[config.mk]
export PLATFORM = sky130hd
export DESIGN_NAME = cmp_pipe
export DESIGN_NICKNAME = d
export VERILOG_FILES = /design/src/rtl/cmp_pipe.sv
export SDC_FILE = /design/constraint.sdc
export NUM_CORES = 1
export LEC_CHECK = 0
export CAP_MARGIN = 20
export CORE_MARGIN = 2
export CORE_UTILIZATION = 52
export CTS_BUF_LIST = sky130_fd_sc_hd__clkbuf_8
export DETAILED_ROUTE_END_ITERATION = 7
export PLACE_DENSITY_LB_ADDON = 0.12
export SYNTH_ARGS = -nofsm -noshare
export SYNTH_HDL_FRONTEND = slang
export SYNTH_SLANG_ARGS = --single-unit
[constraint.sdc]
create_clock -name clk -period 7.55 [get_ports clk]
set_clock_uncertainty 0.15 [all_clocks]
set_input_delay 0.755 -clock clk [delete_from_list [all_inputs] [get_ports clk]]
set_output_delay 0.755 -clock clk [all_outputs]
set_load 0.05 [all_outputs]
[src/rtl/cmp_pipe.sv]
// rtl/cmp_pipe.sv - two-stage valid/ready magnitude comparator with signed/unsigned mode
// Optional saturating result counters are enabled by defining CMP_STATS_EN.

module cmp_pipe #(
  parameter int WIDTH = 32,
  parameter int CNT_W = 16
) (
  input  logic             clk,
  input  logic             rst,
  input  logic             in_valid,
  output logic             in_ready,
  input  logic [WIDTH-1:0] a,
  input  logic [WIDTH-1:0] b,
  input  logic             is_signed,
  output logic             out_valid,
  input  logic             out_ready,
  output logic             gt,
  output logic             lt,
  output logic             eq,
  output logic [WIDTH-1:0] max_o,
  output logic [WIDTH-1:0] min_o
`ifdef CMP_STATS_EN
  ,
  input  logic             clr_stats,
  output logic [CNT_W-1:0] gt_cnt,
  output logic [CNT_W-1:0] lt_cnt,
  output logic [CNT_W-1:0] eq_cnt
`endif
);

  if (WIDTH < 2 || CNT_W < 1) begin : g_param_check
    $error("cmp_pipe: WIDTH must be >= 2 and CNT_W >= 1");
  end

  logic             s1_valid_q;
  logic [WIDTH-1:0] s1_a_q, s1_b_q;
  logic             s1_sgn_q;

  logic             s2_valid_q;
  logic             gt_q, lt_q, eq_q;
  logic [WIDTH-1:0] max_q, min_q;

  logic             s1_adv, s2_adv;
  logic             gt_d, lt_d, eq_d;
  logic [WIDTH-1:0] max_d, min_d;
  logic [WIDTH-1:0] a_key, b_key;

  assign s2_adv   = !s2_valid_q || out_ready;
  assign s1_adv   = !s1_valid_q || s2_adv;
  assign in_ready = s1_adv;

  // Flipping the sign bit maps two's-complement order onto unsigned order.
  always_comb begin
    a_key = {s1_a_q[WIDTH-1] ^ s1_sgn_q, s1_a_q[WIDTH-2:0]};
    b_key = {s1_b_q[WIDTH-1] ^ s1_sgn_q, s1_b_q[WIDTH-2:0]};
    gt_d  = a_key > b_key;
    lt_d  = a_key < b_key;
    eq_d  = a_key == b_key;
    max_d = lt_d ? s1_b_q : s1_a_q;
    min_d = lt_d ? s1_a_q : s1_b_q;
  end

  always_ff @(posedge clk) begin
    if (!rst) begin
      s1_valid_q <= 1'b0;
      s1_a_q     <= '0;
      s1_b_q     <= '0;
      s1_sgn_q   <= 1'b0;
      s2_valid_q <= 1'b0;
      gt_q       <= 1'b0;
      lt_q       <= 1'b0;
      eq_q       <= 1'b0;
      max_q      <= '0;
      min_q      <= '0;
    end else begin
      if (s1_adv) begin
        s1_valid_q <= in_valid;
        if (in_valid) begin
          s1_a_q   <= a;
          s1_b_q   <= b;
          s1_sgn_q <= is_signed;
        end
      end
      // Result flags only load with a real pair, so they hold while the output is idle.
      if (s2_adv) begin
        s2_valid_q <= s1_valid_q;
        if (s1_valid_q) begin
          gt_q  <= gt_d;
          lt_q  <= lt_d;
          eq_q  <= eq_d;
          max_q <= max_d;
          min_q <= min_d;
        end
      end
    end
  end

  assign out_valid = s2_valid_q;
  assign gt        = gt_q;
  assign lt        = lt_q;
  assign eq        = eq_q;
  assign max_o     = max_q;
  assign min_o     = min_q;

`ifdef CMP_STATS_EN
  logic [CNT_W-1:0] gt_cnt_q, lt_cnt_q, eq_cnt_q;
  logic             out_fire;

  assign out_fire = s2_valid_q && out_ready;

  always_ff @(posedge clk) begin
    if (!rst || clr_stats) begin
      gt_cnt_q <= '0;
      lt_cnt_q <= '0;
      eq_cnt_q <= '0;
    end else if (out_fire) begin
      if (gt_q && gt_cnt_q != '1) gt_cnt_q <= gt_cnt_q + 1'b1;
      if (lt_q && lt_cnt_q != '1) lt_cnt_q <= lt_cnt_q + 1'b1;
      if (eq_q && eq_cnt_q != '1) eq_cnt_q <= eq_cnt_q + 1'b1;
    end
  end

  assign gt_cnt = gt_cnt_q;
  assign lt_cnt = lt_cnt_q;
  assign eq_cnt = eq_cnt_q;
`endif

endmodule

==> key figures <==
Global route
  – Antenna violations before repair: 0
  – First-pass GRT wire length: 28,150 um
  – Total GRT Usage: 26.02%
  – Vias in the first global route: 5,876
  – GRT overflow: 0
  – Largest net degree at the start of global routing: 135

Power
  – Pwr Total: 1.928 mW
  – Power Dens Cells: 227.5 nW/um^2
  – Peak VDD IR: 0.1290 mV
  – Pleak: 3.192 nW

Synth
  – Synth Instances: 788
  – Synth area leader: dfxtp_1
  – Sequential area share after synthesis: 40.48%
  – Synth top area share: 40.48%
  – Synth cell types: 41
  – Syn_area_per_cell: 8.411 um^2
  – Synth area leaders: dfxtp_1 40%, o31a_1 8.6%, nand2_1 8.0%, a21boi_0 7.4%, ha_1 5.9%
  – Mapped Nets: 888
  – Synth Cell Area: 6628 um^2
  – Post-synthesis register bit count: 134
  – YS warnings: 0

Worst setup path
  – CP dominant cell by count: clkdlybuf4s50_1
  – Crit Path Class: in -> out
  – Critical path depth in cells: 4
  – R2r worst-path depth: 9
  – Worst setup path end: in_ready
  – CP max FO: 5
  – Max stage delay cell, worst path: clkdlybuf4s50_1
  – R2r endpoint: min_o[3]
  – Crit-path cells: clkdlybuf4s50_1 > nor2b_1 > nand2_1 > clkdlybuf4s50_1
  – CP Launch Type: input port
  – Worst path max stage delay: 0.74 ns
  – Crit path DAT: 2.45 ns
  – Critical Path Source: out_ready
  – Worst reg2reg setup slack: 4.47 ns
  – CP top delay family: buffers and inverters
  – Number of buffers and inverters on the critical path: 2
  – Crit end category: output port
  – CP required: 6.64 ns
  – RR Startpoint: s1_b_q[14]

Placement
  – Final HPWL DP: 11,180 um
  – Routability Congestion: 0.7848
  – I/O Buffers: 137
  – Placed Area: 7996 um^2

Clock tree
  – CTS buffer count: 17
  – Post-CTS setup buffer count: 0
  – CTS Hold Bufs: 0
  – Root buffer cell: clkbuf_8
  – # H-tree levels: 4
  – Maximum clock insertion buffer count: 2
  – Sink Count: 134
  – Clk_lat worst skew: 0.44 ns
  – Clk pin slew, worst setup/hold paths: 0.07 ns
  – CTS tree: yes
  – PostCTS Resize Cnt: 0

Layout
  – P&R area growth vs syn: 27.90%
  – Post-layout util: 67.72%
  – Nets: 985
  – Final instance area: 8477 um^2
  – ANT cells: 0
  – Fill count: 1,066
  – Share of post-route cells with drive strength above 1: 7.684%

Timing
  – Final worst path period share: 44.44%
  – Final Setup Violations: 0
  – Max_slew headroom: 49.22%
  – Setup TNS: 0 ns
  – Top achievable clock speed: 298.1 MHz
  – Slew at the pin closest to its max-slew limit: 0.7617 ns
  – Final Hold Fails: 0
  – Fin Hold WS: 0.3055 ns
  – Pins Over Slew Limit: 0
  – RSZ-0062 raised after global routing: no
  – Tmin final: 3.355 ns

Routing
  – Drt initial violations: 456
  – DR pass1 iterations: 4
  – DRC Markers: 0
  – Antenna Nets Post-Route: 0
  – WL final: 17,460 um
  – Vias: 6,081
  – DR vias/cell: 5.683
  – DR WL/cell: 16.32 um

Die
  – Die Y: 116.9 um
  – Num ports: 138
  – Row cnt: 41
  – Initial Util: 52.95%
  – Core Area: 12,520 um^2
  – DIE WIDTH: 116.9 um
  – Area of the die: 13,660 um^2

Run
  – Maximum Capacitance Violations: 0

Min path
  – Worst hold path class: reg -> reg

Outcome
  – Status: completed
[cells in the final DEF, fill, tap and decap left out, types with 2 or more instances in the layout]
cell type / instances
a211oi_1: 47
a211oi_2: 17
a21boi_0: 65
a21boi_1: 2
a21o_1: 3
a21oi_1: 11
a221oi_1: 2
buf_4: 9
bufinv_16: 3
clkbuf_8: 23
clkdlybuf4s50_1: 136
clkinv_2: 4
dfxtp_1: 134
ha_1: 31
inv_1: 32
nand2_1: 141
nand3_1: 4
nand4_1: 6
nor2_1: 66
nor2b_1: 3
nor3_1: 2
o21ai_0: 68
o31a_1: 65
[sequential cells by signal (all words and copies together) (netlist names)]
name        cells
s1_valid_q      1
eq              1
min_o          32
gt              1
s1_sgn_q        1
lt              1
s1_b_q         32
s1_a_q         32
max_o          32
out_valid       1
[worst register-to-register path, delay by kind of cell (launching register included)]
| kind | cells | cell delay [ns] |
|---|---|---|
| AO/OA/AOI/OAI | 4 | 0.99 |
| buffers and inverters | 2 | 0.58 |
| AND/OR/NAND/NOR | 2 | 0.58 |
| flip-flops | 1 | 0.34 |
| adder cells (fa/ha/maj) | 1 | 0.32 |
[final cells by class]
cell class / count / area (um^2) / share of cell area, %
Tap cell: 172 / 215.2 / 2.539
Sequential cell: 134 / 2683 / 31.65
Multi-Input combinational cell: 554 / 3553 / 41.92
Clock inverter: 9 / 121.4 / 1.432
Inverter: 31 / 116.4 / 1.373
Clock buffer: 23 / 316.6 / 3.734
Timing Repair Buffer: 147 / 1471 / 17.36
[cells in the mapped netlist, drive strengths merged]
cell,count
nor2b,4
nand2b,1
and4,1
ha,31
and3,1
xor2,1
o211ai,2
a221oi,2
nor3,3
clkbuf,52
nand4,6
o21ai,68
nand3,4
inv,31
a22oi,1
nor3b,1
and2,1
o21a,1
o31a,65
a21oi,12
dfxtp,134
or2,1
a221o,1
a21boi,67
o31ai,1
or4,1
nor4,1
and2b,1
buf,17
a21o,3
nand2,142
nor2,66
a211oi,65
[worst min path at each step]
stage,from,to,cells past startpoint
finish,lt,lt,2
global route,lt,lt,2
CTS,lt,lt,2
detailed placement,lt,lt,2
global placement,lt,lt,2
floorplan,s1_a_q[0],s1_a_q[0],2
[report_power, final]
group	total, mW	internal (mW)	switching (mW)
clock	0.641	0.376	0.265
sequential	0.796	0.759	0.0367
combinational	0.491	0.178	0.314
total	1.93	1.31	0.615
[cell families (layout without fill, tap and decap cells)]
family                   count (synthesis)  in the layout  synth area share (%)
AO/OA/AOI/OAI                          288            288                 32.74
XOR/XNOR                                 1              1                0.1322
AND/OR/NAND/NOR                        234            234                 14.46
buffers and inverters                  100            210                 6.343
flip-flops                             134            134                 40.48
adder cells (fa/ha/maj)                 31             31                 5.852
[layer usage]
layer / up-vias / share of wire (%) / global-route usage [%]
met5: - / 0 / 0
met4: 0 / 1.8 / 10.35
met3: 24 / 6.0 / 5.355
met2: 212 / 46 / 41.85
met1: 2860 / 46 / 34.44
li1: 2985 / - / -
[metrics by stage]
| step | setup slack, ns | instances |
|---|---|---|
| 6_report | 4.195 | 1070 |
| 5_1_grt | 4.129 | 1070 |
| 4_1_cts | 3.988 | 1068 |
| 3_5_place_dp | 3.998 | 1036 |
| 3_3_place_gp | 4.129 | 1036 |
| 2_1_floorplan | 5.046 | 788 |
No activity file was read; power rests on OpenSTA's default activity.
